**config.mk**
```make
export PLATFORM = sky130hd
export DESIGN_NAME = div_arbiter
export DESIGN_NICKNAME = d
export VERILOG_FILES = /design/src/rtl/div_arbiter.sv
export SDC_FILE = /design/constraint.sdc
export NUM_CORES = 1
export LEC_CHECK = 0
export BUFFER_PORTS_ARGS = -buffer_cell sky130_fd_sc_hd__buf_2
export CORE_MARGIN = 4
export CORE_UTILIZATION = 45
export CTS_BUF_LIST = sky130_fd_sc_hd__clkbuf_8
export CTS_CLUSTER_SIZE = 16
export DETAILED_ROUTE_END_ITERATION = 16
export PLACE_DENSITY_LB_ADDON = 0.1
export SETUP_SLACK_MARGIN = 0.4
export SLEW_MARGIN = 20
export SYNTH_ARGS = -nofsm -noshare
export SYNTH_HDL_FRONTEND = slang
export SYNTH_SLANG_ARGS = --single-unit
export TNS_END_PERCENT = 100
```
**constraint.sdc**
```tcl
create_clock -name clk -period 2 [get_ports clk]
set_input_delay 0.2 -clock clk [delete_from_list [all_inputs] [get_ports clk]]
set_output_delay 0.2 -clock clk [all_outputs]
set_load 0.02 [all_outputs]
```
**src/rtl/div_arbiter.sv**
```systemverilog
// Round-robin arbiter sharing one slow divider between NREQ requesters.
// Handles divide-by-zero locally and times out a divider that never answers.
module div_arbiter #(
   parameter int NREQ    = 4,
   parameter int WIDTH   = 4,
   parameter int TIMEOUT = 15
) (
   input  logic                      clk,
   input  logic                      rst,
   input  logic [NREQ-1:0]           req,
   input  logic [NREQ*WIDTH-1:0]     req_x,
   input  logic [NREQ*WIDTH-1:0]     req_y,
   output logic [NREQ-1:0]           req_ack,
   output logic                      busy,
   output logic                      div_start,
   output logic [WIDTH-1:0]          div_x,
   output logic [WIDTH-1:0]          div_y,
   input  logic                      div_valid,
   input  logic [WIDTH-1:0]          div_quot,
   input  logic [WIDTH-1:0]          div_rem,
   output logic                      rsp_valid,
   output logic [$clog2(NREQ)-1:0]   rsp_id,
   output logic [WIDTH-1:0]          rsp_quot,
   output logic [WIDTH-1:0]          rsp_rem,
   output logic                      rsp_dbz,
   output logic                      rsp_err
);

   localparam int IDW = $clog2(NREQ);
   localparam int CW  = $clog2(TIMEOUT + 1);

   typedef enum logic [1:0] {S_IDLE, S_ISSUE, S_WAIT, S_ZERO} state_t;

   state_t          r_state;
   logic [IDW-1:0]  r_last;
   logic [CW-1:0]   r_cnt;

   logic            w_found;
   logic [IDW-1:0]  w_idx;
   logic [IDW-1:0]  w_cand;
   logic [WIDTH-1:0] w_x;
   logic [WIDTH-1:0] w_y;

   // Round-robin search: first set request bit above the last winner.
   always_comb begin
      w_found = 1'b0;
      w_idx   = {IDW{1'b0}};
      w_cand  = {IDW{1'b0}};
      for (int k = 1; k <= NREQ; k++) begin
         w_cand = IDW'((int'(r_last) + k) % NREQ);
         if (!w_found && req[w_cand]) begin
            w_found = 1'b1;
            w_idx   = w_cand;
         end else begin
            w_found = w_found;
            w_idx   = w_idx;
         end
      end
      w_x = req_x[w_idx*WIDTH +: WIDTH];
      w_y = req_y[w_idx*WIDTH +: WIDTH];
   end

   // Sequencer: grant, issue, wait for result or timeout, respond.
   always_ff @(posedge clk or posedge rst) begin
      if (rst) begin
         r_state   <= S_IDLE;
         r_last    <= IDW'(NREQ - 1);
         r_cnt     <= {CW{1'b0}};
         req_ack   <= {NREQ{1'b0}};
         busy      <= 1'b0;
         div_start <= 1'b0;
         div_x     <= {WIDTH{1'b0}};
         div_y     <= {WIDTH{1'b0}};
         rsp_valid <= 1'b0;
         rsp_id    <= {IDW{1'b0}};
         rsp_quot  <= {WIDTH{1'b0}};
         rsp_rem   <= {WIDTH{1'b0}};
         rsp_dbz   <= 1'b0;
         rsp_err   <= 1'b0;
      end else begin
         req_ack   <= {NREQ{1'b0}};
         div_start <= 1'b0;
         rsp_valid <= 1'b0;
         case (r_state)
            S_IDLE: begin
               if (w_found) begin
                  div_x   <= w_x;
                  div_y   <= w_y;
                  rsp_id  <= w_idx;
                  r_last  <= w_idx;
                  req_ack <= NREQ'(1) << w_idx;
                  busy    <= 1'b1;
                  if (w_y == {WIDTH{1'b0}}) begin
                     r_state <= S_ZERO;
                  end else begin
                     div_start <= 1'b1;
                     r_state   <= S_ISSUE;
                  end
               end else begin
                  r_state <= S_IDLE;
               end
            end
            S_ISSUE: begin
               r_cnt   <= {CW{1'b0}};
               r_state <= S_WAIT;
            end
            S_WAIT: begin
               r_cnt <= r_cnt + CW'(1);
               // A result arriving on the last allowed cycle still wins over the timeout.
               if (div_valid) begin
                  rsp_valid <= 1'b1;
                  rsp_quot  <= div_quot;
                  rsp_rem   <= div_rem;
                  rsp_dbz   <= 1'b0;
                  rsp_err   <= 1'b0;
                  busy      <= 1'b0;
                  r_state   <= S_IDLE;
               end else if (r_cnt == CW'(TIMEOUT - 1)) begin
                  rsp_valid <= 1'b1;
                  rsp_quot  <= {WIDTH{1'b0}};
                  rsp_rem   <= {WIDTH{1'b0}};
                  rsp_dbz   <= 1'b0;
                  rsp_err   <= 1'b1;
                  busy      <= 1'b0;
                  r_state   <= S_IDLE;
               end else begin
                  r_state <= S_WAIT;
               end
            end
            S_ZERO: begin
               rsp_valid <= 1'b1;
               rsp_quot  <= {WIDTH{1'b1}};
               rsp_rem   <= div_x;
               rsp_dbz   <= 1'b1;
               rsp_err   <= 1'b0;
               busy      <= 1'b0;
               r_state   <= S_IDLE;
            end
            default: begin
               busy    <= 1'b0;
               r_state <= S_IDLE;
            end
         endcase
      end
   end

endmodule

```
After elaboration in Yosys (flattened, before gate mapping)
Cells that the tools add are included.
{"block": "word_totals", "rom_bits": 0, "out_inout_bits": 27, "n_memories": 0, "latch_bits": 0, "ramBits": 0, "ff_bits": 35, "in_bits": 47, "word_cells": 89}
{"block": "op_classes", "div": 0, "magnitude_cmp": 4, "n_eq_ne": 6, "reduce_logical": 14, "addsub": 5, "multipliers": 0, "n_shift": 3, "n_bitwise": 0, "muxes": 43}
{"cell": "16-bit by 5-bit indexed part select with 4-bit output", "count": 2}
{"cell": "4-bit case mux with 2 select lines", "count": 3}
{"cell": "4-bit 2-to-1 mux", "count": 5}
{"cell": "1-bit 2-to-1 mux", "count": 18}
{"cell": "2-bit 2-to-1 mux", "count": 8}
{"cell": "2-bit by 3-bit < comparator with 1-bit output, second input constant", "count": 4}
{"cell": "1-bit binary-select mux with 2-bit select", "count": 4}
{"cell": "2-bit case mux with 4 select lines", "count": 1}
{"cell": "1-bit case mux with 2 select lines", "count": 3}
{"cell": "2-bit by 1-bit adder with 2-bit output, second input constant", "count": 2}
{"cell": "2-bit adder, second input constant", "count": 2}
{"cell": "4-bit by 1-bit adder with 4-bit output, second input constant", "count": 1}
{"cell": "2-bit equality test, second input constant", "count": 2}
{"cell": "4-bit equality test, second input constant", "count": 1}
{"cell": "4-bit zero test", "count": 1}
{"cell": "2-bit AND reduction", "count": 2}
{"cell": "2-bit nonzero test", "count": 2}
{"cell": "1-bit by 2-bit << shifter with 4-bit output, first input constant", "count": 1}
{"cell": "1-bit logical AND", "count": 3}
{"cell": "1-bit zero test", "count": 3}
{"cell": "3-bit != test, second input constant", "count": 1}
{"cell": "1-bit case mux with 3 select lines", "count": 1}
{"cell": "3-bit AND reduction", "count": 1}
{"cell": "3-bit nonzero test", "count": 1}
{"cell": "other kinds (3)", "count": 3}

Depth between registers and ports, before layout
Gate-level depths: netlist of the first run.
{"block": "depth", "word_depth": 18, "ltp_mapped": 8, "mapped_depth_nobuf": 7}

Least setup slack after synthesis of the first run
Ideal clock, no wire load.
{"block": "synth_timing", "kind": "reg-to-reg", "from": "register r_last[1]", "to": "register div_start", "n_path_buf": 2, "setup_ns": 0.124, "required_ns": 1.876, "slack_ns": -0.109, "arrival_time_ns": 1.985, "period_less_slack_ns": 2.109, "path_stages_with_launch": 9, "path_cell_list": "dfstp_2 > buf_6 > mux2i_1 > nor2_2 > a211o_1 > buf_6 > a211oi_1 > o22ai_1 > o31a_1"}
{"block": "synth_between", "elab_chain_len": 18, "elab_cells_between_ends": 31, "classes_between": "add/sub: 4; shift: 1; mux: 19; reduce/logical: 7"}
{"element": "from (decl)", "line_no": "35", "rtl": "logic [IDW-1:0] r_last;"}
{"element": "from (signal assigned)", "line_no": "67", "rtl": "r_last <= IDW'(NREQ - 1);"}
{"element": "from (signal assigned)", "line_no": "90", "rtl": "r_last <= w_idx;"}
{"element": "2-bit by 1-bit adder with 2-bit output", "line_no": "50", "rtl": "w_cand = IDW'((int'(r_last) + k) % NREQ);"}
{"element": "1-bit binary-select mux with 2-bit select", "line_no": "51", "rtl": "if (!w_found && req[w_cand]) begin"}
{"element": "1-bit 2-to-1 mux (implied by the code)", "line_no": "51"}
{"element": "1-bit 2-to-1 mux", "line_no": "51"}
{"element": "1-bit zero test", "line_no": "51"}
{"element": "1-bit logical AND", "line_no": "51"}
{"element": "1-bit 2-to-1 mux", "line_no": "51"}
{"element": "1-bit zero test", "line_no": "51"}
{"element": "[2 not listed]"}
{"element": "1-bit zero test", "line_no": "51"}
{"element": "1-bit logical AND", "line_no": "51"}
{"element": "2-bit 2-to-1 mux", "line_no": "51"}
{"element": "16-bit by 5-bit indexed part select with 4-bit output", "line_no": "60", "rtl": "w_y = req_y[w_idx*WIDTH +: WIDTH];"}
{"element": "4-bit zero test", "line_no": "93", "rtl": "if (w_y == {WIDTH{1'b0}}) begin"}
{"element": "1-bit 2-to-1 mux", "line_no": "93"}
{"element": "1-bit 2-to-1 mux *", "line_no": "86", "rtl": "if (w_found) begin"}
{"element": "1-bit 2-to-1 mux *", "line_no": "84", "rtl": "case (r_state)"}
{"element": "to (signal assigned)", "line_no": "71", "rtl": "div_start <= 1'b0;"}
{"element": "to (signal assigned)", "line_no": "82", "rtl": "div_start <= 1'b0;"}
{"element": "to (signal assigned)", "line_no": "96", "rtl": "div_start <= 1'b1;"}
{"element": "to (decl)", "line_no": "15", "rtl": "output logic div_start,"}
Mark *: on every way between the ends. The rest lies on a longest branch, timed or not. The select of a mux whose other input is x is not followed.
A chain may end at the register's enable or synchronous reset.

Final worst setup path of the first run
Ends and elaborated chain as after synthesis.

==> results.txt, run 1 <==
Status -> finished with violations
Failing checks -> negative setup slack
Ys flop type -> dfrtp_1
Diode count -> 0
Initial DRT Pass Iterations -> 5
Clock root cell -> clkbuf_8
Fillcell total -> 312
IO Count -> 74
Residual DRC -> 0
Power Dens Cells -> 1520 nW/µm²
Largest net degree at the start of global routing -> 36
Post-synth ARST share -> 100%
Final core utilization -> 70.8%
Die height -> 72.8 µm
Gr ovfl total -> 0
RSZ-0062 raised after global routing -> yes
Nets@finish -> 343
Comb power frac -> 59.6%
Dpl hpwl -> 3390 µm
Most frequent cells in the layout -> buf_2 (73), dfrtp_1 (33), nand2_1 (32)
Die area -> 5300 µm²
IO Port Bufs -> 73
Worst-Margin Slew -> 459 ps
DR iter-0 viols -> 103
Internal power -> 2.43 mW
FF+latch area -> 878 µm²
H-tree levels -> 2
Critical path class -> reg -> reg
Area Overhead vs Synth -> 51.1%
Sw Share -> 44.0%
Cell Area, Placed -> 2370 µm²
Placed cell count -> 317
Design area -> 2850 µm²
Fmax -> 0.482 GHz
Hold Violations, Final -> 0
Number of enable flip-flop cells after synthesis -> 0
Row cnt -> 23
Hold crit path type -> in -> async
Total Wirelength -> 5500 µm
Post-synthesis sequential area ratio -> 46.5%
Mapped Nets -> 246
Area taken by multi-input logic gates -> 1170 µm²
Post-Place Worst Slack -> -22.6 ps
Vias in the first global route -> 1750
Initial Util -> 46.9%
DR WL/cell -> 16.1 µm
Clock share of power -> 13.1%
Synth Area per Inst -> 9.79 µm²
CTS tree -> done
Maximum VDD drop -> 0.000786 V
RD Place Congestion -> 0.797
Worst EP arrival -> 2240 ps
Setup violators final -> 4
Tmin final -> 2080 ps
Distinct cells, synth -> 41
Net Sw Power -> 1.92 mW
Total CTS buffers -> 5
Required time worst endpoint -> 2170 ps
Register bit total from synthesis -> 35
CP startpoint kind -> flip-flop
Final Max Slew Viols -> 0
Largest fanout on the critical path -> 5
Non-Filler Instances -> 341
Vias per cell -> 5.39
Synth warnings -> 0
GR Util All Layers -> 20.0%
Tcrit/Tclk final -> 104%
Commonest non-fill, non-tap cell in the layout -> buf_2
Relative slew slack -> 69.4%
Worst-Skew Late Latency -> 280 ps
CTS Hold Bufs -> 0
Antenna violations before repair -> 0
Setup slack after layout -> -76.8 ps
First-pass GRT wire length -> 8360 µm
# clock sinks -> 35
Clock Path Buffers -> 2
Clk pin slew, worst setup/hold paths -> 70 ps
Flop pwr share -> 27.3%
LEAKAGE -> 1.38 nW
Maximum capacitance violations -> 0
Post-route ant nets -> 0
Chip Width -> 72.8 µm
CP endpoint kind -> flip-flop
Share of cells above drive strength 1 -> 54.6%
Post-synthesis instance total -> 193
Vias -> 1839
Core area -> 4030 µm²
Max Clock Skew -> 4.68 ps
Synthesized area -> 1890 µm²
[flip-flops by register name, summed over array words and instances, names as in the netlist, 2 cells and up]
name / count
div_x: 4
div_y: 4
r_cnt: 4
r_last: 2
r_state: 2
req_ack: 4
rsp_id: 2
rsp_quot: 4
rsp_rem: 4
[power by group through the flow]
stage	clock network [mW]	registers, mW	logic, mW
2_1_floorplan	0	1.47	1.16
3_3_place_gp	0	1.18	1.94
3_5_place_dp	0	1.18	1.95
4_1_cts	0.578	1.18	2.28
5_1_grt	0.613	1.22	2.81
6_report	0.569	1.19	2.59
[synthesized netlist by cell type, types with 3 or more instances]
cell type	count	area (µm²)
mux2i_1	9	90.1
o21ai_1	5	25.0
nand2_1	36	135
o31ai_1	3	22.5
a211oi_1	8	60.1
dfrtp_1	33	826
clkbuf_1	4	15.0
a22oi_1	4	30.0
ha_1	6	75.1
o22ai_1	3	18.8
a21oi_1	12	60.1
o21ai_0	8	40.0
mux2_2	6	67.6
inv_1	11	41.3
buf_6	4	45.0
nand3_1	3	15.0
nor2_1	9	33.8
[per-stage QoR]
stage	setup TNS, ps	power, mW	hold slack [ps]
floorplan	0	2.63	350
CTS	0	4.03	23.0
detailed placement	-43.5	3.13	329
finish	-152	4.35	13.7
global placement	0	3.12	325
global route	-471	4.64	49.1
[cells by family after synthesis]
logic type / share of synthesized area [%]
DFF: 46.5
and+or+nand+nor: 13.6
AOI/OAI and AO/OA: 21.3
muxes: 8.34
adders and majority gates: 3.97
buffers and inverters: 6.29
[path summary, 6_finish.rpt]
check | start | end | slack, ps | depth (start not counted)
setup / recovery | r_last[1]$_DFFE_PP1P_ | div_start$_DFF_PP0_ | -80 | 6
hold / removal | rst | rsp_quot[3]$_DFFE_PP0P_ | 10 | 3
setup reg to reg | r_last[1]$_DFFE_PP1P_ | div_start$_DFF_PP0_ | -80 | 6
hold reg to reg | rsp_quot[2]$_DFFE_PP0P_ | rsp_quot[2]$_DFFE_PP0P_ | 480 | 2
max in group asynchronous | rst | r_last[1]$_DFFE_PP1P_ | 1640 | 3
min in group clk | div_rem[3] | rsp_rem[3]$_DFFE_PP0P_ | 140 | 3
[layer usage]
layer  part of all wire (%)  global-route usage (%)
met5                      0                       0
met3                    5.9                    4.96
met1                     41                    26.3
met4                    1.4                    6.15
met2                     51                    32.4
[area by class of cell]
class | count | area share, %
timing repair buffer | 97 | 20.6
tap | 50 | 2.19
inverter | 12 | 1.67
clock buffer | 7 | 3.38
clock inverter | 1 | 0.263
sequential | 35 | 30.8
multi-input combinational | 139 | 41.2
[critical path, stage by stage, from the launching register on]
cell	delay, ps
dfstp_2	560
mux2i_2	260
nor2_2	120
a211o_4	350
a211oi_4	280
o22ai_2	140
o31a_1	260
[what timing repair did]
action,4_1_cts,5_1_grt
pin swaps,7,10
setup endpoints to repair,27,27
setup buffers,8,5
cloned,3,0
gates resized for setup,27,34
(Power assumes the default switching activity.)
==> run 2: changes to the inputs <==
Settings changed: CELL_PAD_IN_SITES_DETAIL_PLACEMENT from default to 0, CELL_PAD_IN_SITES_GLOBAL_PLACEMENT from default to 1, CORE_UTILIZATION 45 to 33.
==> results.txt, run 2 (synthesis gave the netlist of run 1 again) <==
Status -> finished, final reports clean
Dpl hpwl -> 3620 µm (+6.9%)
Clock root cell -> clkbuf_8
Final Max Slew Viols -> 0 (unchanged)
DR iter-0 viols -> 29 (-72%)
Worst-Margin Slew -> 455 ps (-3.70 ps)
Total CTS buffers -> 5 (unchanged)
Worst-Skew Late Latency -> 290 ps (about the same)
Antenna violations before repair -> 0 (unchanged)
Largest fanout on the critical path -> 7 (+2)
Vias -> 1719 (-6.5%)
Diode count -> 0 (unchanged)
Chip Width -> 83.7 µm (+15%)
Most frequent cells in the layout -> buf_2 (73), nand2_1 (35), dfrtp_1 (33)
Maximum VDD drop -> 0.000569 V (-28%)
Clock Path Buffers -> 2 (unchanged)
Fillcell total -> 555 (+78%)
Smallest hold slack -> 4.99 ps (-8.73 ps)
Gr ovfl total -> 0 (unchanged)
H-tree levels -> 2 (unchanged)
Core area -> 5540 µm² (+38%)
RD Place Congestion -> 0.825 (+3.5%)
Post-route ant nets -> 0 (unchanged)
First-pass GRT wire length -> 8380 µm (+0.17%)
Max Clock Skew -> 2.23 ps (-2.45 ps)
Worst path slowest cell -> or3b_2
Initial DRT Pass Iterations -> 4 (-1)
Nets@finish -> 332 (-3.2%)
Maximum capacitance violations -> 0 (unchanged)
FF+latch area -> 878 µm² (unchanged)
Largest net degree at the start of global routing -> 36 (unchanged)
Worst EP arrival -> 2130 ps (-110 ps)
Tcrit/Tclk final -> 97.7% (-6.1 points)
Setup TNS -> 0 ps (+152 ps)
Crit path largest cell delay -> 510 ps (-50 ps)
CP startpoint kind -> flip-flop
Die area -> 7000 µm² (+32%)
Final Power -> 3.90 mW (-10%)
# clock sinks -> 35 (unchanged)
Relative slew slack -> 69.7% (+0.25 points)
Hold Violations, Final -> 0 (unchanged)
LEAKAGE -> 1.33 nW (-4.1%)
Area taken by multi-input logic gates -> 1050 µm² (-11%)
Setup violators final -> 0 (-4)
Row cnt -> 27 (+17%)
Commonest non-fill, non-tap cell in the layout -> buf_2
IO Count -> 74 (unchanged)
Fmax -> 0.512 GHz (+6.2%)
Tmin final -> 1950 ps (-122 ps)
Die height -> 83.7 µm (+15%)
GR Util All Layers -> 14.6% (-5.3 points)
Residual DRC -> 0 (unchanged)
CP endpoint kind -> flip-flop
Reg2Reg Setup Slack -> 50 ps (+120 ps)
Area Overhead vs Synth -> 40.2%
Vias in the first global route -> 1764 (+0.80%)
Design area -> 2650 µm² (-7.2%)
Required time worst endpoint -> 2180 ps (about the same)
RSZ-0062 raised after global routing -> yes
Vias per cell -> 4.88 (-9.4%)
Initial Util -> 34.1% (-13 points)
Clk pin slew, worst setup/hold paths -> 70 ps (about the same)
Hold crit path type -> in -> async
DR WL/cell -> 14.0 µm (-13%)
Crit path cell chain -> buf_4 > or3b_2 > nand2_1 > a211oi_1 > a211oi_4 > o22ai_2 > o31a_1
Power Dens Cells -> 1470 nW/µm² (-3.4%)
Cell Area, Placed -> 2410 µm² (+1.7%)
Critical path class -> reg -> reg
Final core utilization -> 47.8% (-23 points)
IO Port Bufs -> 73 (unchanged)
Total Wirelength -> 4920 µm (-10%)
CTS tree -> done
Share of cells above drive strength 1 -> 47.1% (-7.5 points)
[run 2: power breakdown]
part           internal (mW)  switching (mW)  leakage, nW  total (mW)
clock network          0.309           0.253       0.0557       0.562
registers               1.02           0.157        0.441        1.17
logic                  0.888            1.27        0.830        2.16
[run 2: critical path: cells and delay by family, from the launching register on]
kind / cells / cell delay, ps
AO/OA/AOI/OAI: 4 / 710
buffers and inverters: 1 / 150
AND/OR/NAND/NOR: 2 / 610
flip-flops: 1 / 370
[run 2: metal layers]
metal / vias to the layer above / GRT usage, % / share of wire (%)
li1: 853 / - / -
met3: 11 / 3.95 / 6.2
met1: 804 / 18.2 / 43
met2: 51 / 24.0 / 48
met5: - / 0 / 0
met4: 0 / 5.70 / 2.1
[run 2: final cells by class]
class	count	share of cell area, %
Tap cell	72	3.40
Timing Repair Buffer	87	18.4
Clock buffer	7	3.64
Multi-Input combinational cell	138	39.6
Inverter	12	1.70
Sequential cell	35	33.2
Clock inverter	1	0.142
[run 2: metrics by stage]
| stage | worst slack, ps | instances |
|---|---|---|
| final | 45.1 | 352 |
| after CTS | 34.4 | 350 |
| after global routing | -61.9 | 352 |
| after floorplan | 20.3 | 193 |
| after detailed placement | 0.185 | 339 |
| after global placement | 40.1 | 339 |
[run 2: worst paths after layout]
check,from,to,depth (start not counted)
min,rst,rsp_quot[3]$_DFFE_PP0P_,3
min in group clk,div_rem[2],rsp_rem[2]$_DFFE_PP0P_,3
max,r_last[1]$_DFFE_PP1P_,div_start$_DFF_PP0_,7
max in group asynchronous,rst,r_last[0]$_DFFE_PP1P_,3
max reg2reg,r_last[1]$_DFFE_PP1P_,div_start$_DFF_PP0_,7
min reg2reg,rsp_dbz$_DFFE_PP0P_,rsp_dbz$_DFFE_PP0P_,1
[run 2: repair_timing]
action / CTS / global route
hold buffers: 0 / 0
pin swaps: 3 / 4
setup buffers: 2 / 2
resized for setup: 10 / 14
gates cloned: 1 / 0
endpoints found under the setup margin: 27 / 28
==> run 3: changes to the inputs <==
Settings changed: SETUP_SLACK_MARGIN 0.4 to default.
==> results.txt, run 3 (synthesis gave the netlist of run 1 again) <==
Status -> finished, final reports clean
Initial Util -> 34.1% (unchanged)
LEAKAGE -> 1.31 nW (-0.89%)
Residual DRC -> 0 (unchanged)
Vias -> 1706 (-0.76%)
First-pass GRT wire length -> 8130 µm (-3.0%)
Reg2Reg Setup Slack -> 10 ps (-30 ps)
Post-route ant nets -> 0 (unchanged)
DR iter-0 viols -> 41 (+41%)
Area Overhead vs Synth -> 37.3%
Flop pwr share -> 31.7% (+1.6 points)
Sw Share -> 43.5% (+0.29 points)
Final Power -> 3.77 mW (-3.4%)
Crit path cell chain -> buf_6 > nor2b_2 > o21ai_4 > buf_6 > a211oi_2 > a211oi_2 > o22ai_2 > o31a_1
Die height -> 83.7 µm (unchanged)
Clock Path Buffers -> 2 (unchanged)
Gr ovfl total -> 0 (unchanged)
Vias in the first global route -> 1719 (-2.6%)
# clock sinks -> 35 (unchanged)
Maximum capacitance violations -> 0 (unchanged)
Chip Width -> 83.7 µm (unchanged)
RD Place Congestion -> 0.828 (+0.34%)
Maximum VDD drop -> 0.000642 V (+13%)
GR Util All Layers -> 14.1% (-0.56 points)
Net Sw Power -> 1.64 mW (-2.8%)
CP startpoint kind -> flip-flop
Required time worst endpoint -> 2160 ps (-20 ps)
Critical path class -> reg -> reg
Worst-Margin Slew -> 472 ps (+16.6 ps)
Diode count -> 0 (unchanged)
Hold crit path type -> in -> async
Fmax -> 0.503 GHz (-1.8%)
Core area -> 5540 µm² (unchanged)
Most frequent cells in the layout -> buf_2 (73), nand2_1 (36), dfrtp_1 (33)
CP endpoint kind -> flip-flop
Clock share of power -> 12.9% (-1.5 points)
Setup TNS -> 0 ps (unchanged)
Setup slack after layout -> 10.2 ps (-35.0 ps)
Dpl hpwl -> 3710 µm (+2.4%)
Largest fanout on the critical path -> 6 (-1)
Tcrit/Tclk final -> 99.5% (+1.7 points)
Worst path slowest cell -> dfstp_2
Internal power -> 2.13 mW (-3.9%)
Die area -> 7000 µm² (unchanged)
Antenna violations before repair -> 0 (unchanged)
Vias per cell -> 4.79 (-1.9%)
Hold Violations, Final -> 0 (unchanged)
IO Count -> 74 (unchanged)
Row cnt -> 27 (unchanged)
Post-Place Worst Slack -> -46.0 ps (-46.2 ps)
Commonest non-fill, non-tap cell in the layout -> buf_2
Comb power frac -> 55.4% (about the same)
Final Max Slew Viols -> 0 (unchanged)
Crit path largest cell delay -> 560 ps (+50 ps)
IO Port Bufs -> 73 (unchanged)
Largest net degree at the start of global routing -> 36 (unchanged)
CTS Hold Bufs -> 0 (unchanged)
Share of cells above drive strength 1 -> 44.4% (-2.8 points)
Setup violators final -> 0 (unchanged)
Total CTS buffers -> 5 (unchanged)
Fillcell total -> 562 (+1.3%)
Power Dens Cells -> 1450 nW/µm² (-1.4%)
Clk pin slew, worst setup/hold paths -> 70 ps (about the same)
Relative slew slack -> 68.6% (-1.1 points)
Nets@finish -> 336 (+1.2%)
DR WL/cell -> 13.7 µm (-2.4%)
Initial DRT Pass Iterations -> 4 (unchanged)
Worst EP arrival -> 2150 ps (+20 ps)
RSZ-0062 raised after global routing -> yes
CTS tree -> done
Max Clock Skew -> 7.35 ps (+5.12 ps)
Tmin final -> 1990 ps (+35.0 ps)
Total Wirelength -> 4860 µm (-1.3%)
Clock root cell -> clkbuf_8
Worst-Skew Late Latency -> 280 ps (about the same)
H-tree levels -> 2 (unchanged)
-- run 3: power by group through the flow --
stage | clock [mW] | sequential [mW] | combinational [mW]
6_report | 0.485 | 1.20 | 2.09
5_1_grt | 0.544 | 1.24 | 2.30
4_1_cts | 0.505 | 1.20 | 2.00
3_5_place_dp | 0 | 1.21 | 1.97
3_3_place_gp | 0 | 1.20 | 1.98
2_1_floorplan | 0 | 1.47 | 1.13
-- run 3: repair_timing --
item                                    4_1_cts  5_1_grt
endpoints found under the hold margin         0        0
endpoints found under the setup margin        4        8
gates resized for setup                       3        8
buffers inserted                              0        4
pin swaps                                     0        6
gates cloned                                  0        1
-- run 3: through the flow --
step	hold WS [ps]	instance area, µm²	util [%]	instances
final	3.12	2590	46.8	356
after global routing	41.3	2590	46.8	356
after CTS	18.2	2510	45.3	351
after detailed placement	326	2410	43.5	343
after global placement	326	2410	43.5	343
after floorplan	350	1920	-	193
-- run 3: path summary, 6_finish.rpt --
check / from / to / depth (start not counted)
setup reg to reg: r_last[1]$_DFFE_PP1P_ / div_start$_DFF_PP0_ / 8
max in group asynchronous: rst / r_last[1]$_DFFE_PP1P_ / 3
hold / removal: rst / rsp_quot[1]$_DFFE_PP0P_ / 3
min in group clk: div_rem[1] / rsp_rem[1]$_DFFE_PP0P_ / 3
setup / recovery: r_last[1]$_DFFE_PP1P_ / div_start$_DFF_PP0_ / 8
hold reg to reg: rsp_dbz$_DFFE_PP0P_ / rsp_dbz$_DFFE_PP0P_ / 1
-- run 3: routing by layer --
metal | vias to the layer above | wire, µm | GRT usage [%]
met5 | - | 0 | 0
met4 | 0 | 93 | 4.82
met3 | 10 | 273 | 4.74
met2 | 47 | 2350 | 22.8
met1 | 790 | 2150 | 17.4
li1 | 859 | - | -
-- run 3: area by class of cell --
type | instances | area [µm²] | share of cell area (%)
clock buffers | 5 | 68.8 | 2.65
clock inverters | 3 | 16.3 | 0.627
inverters | 12 | 45.0 | 1.74
multi-input cells | 138 | 983 | 37.9
flip-flops and latches | 35 | 878 | 33.9
well taps | 72 | 90.1 | 3.47
repair buffers | 91 | 512 | 19.7
-- run 3: critical path, delay by kind of cell, from the launching register on --
kind	cells	cell delay, ps
compound gates	5	1000
flops	1	560
buf+inv	2	270
simple gates	1	50
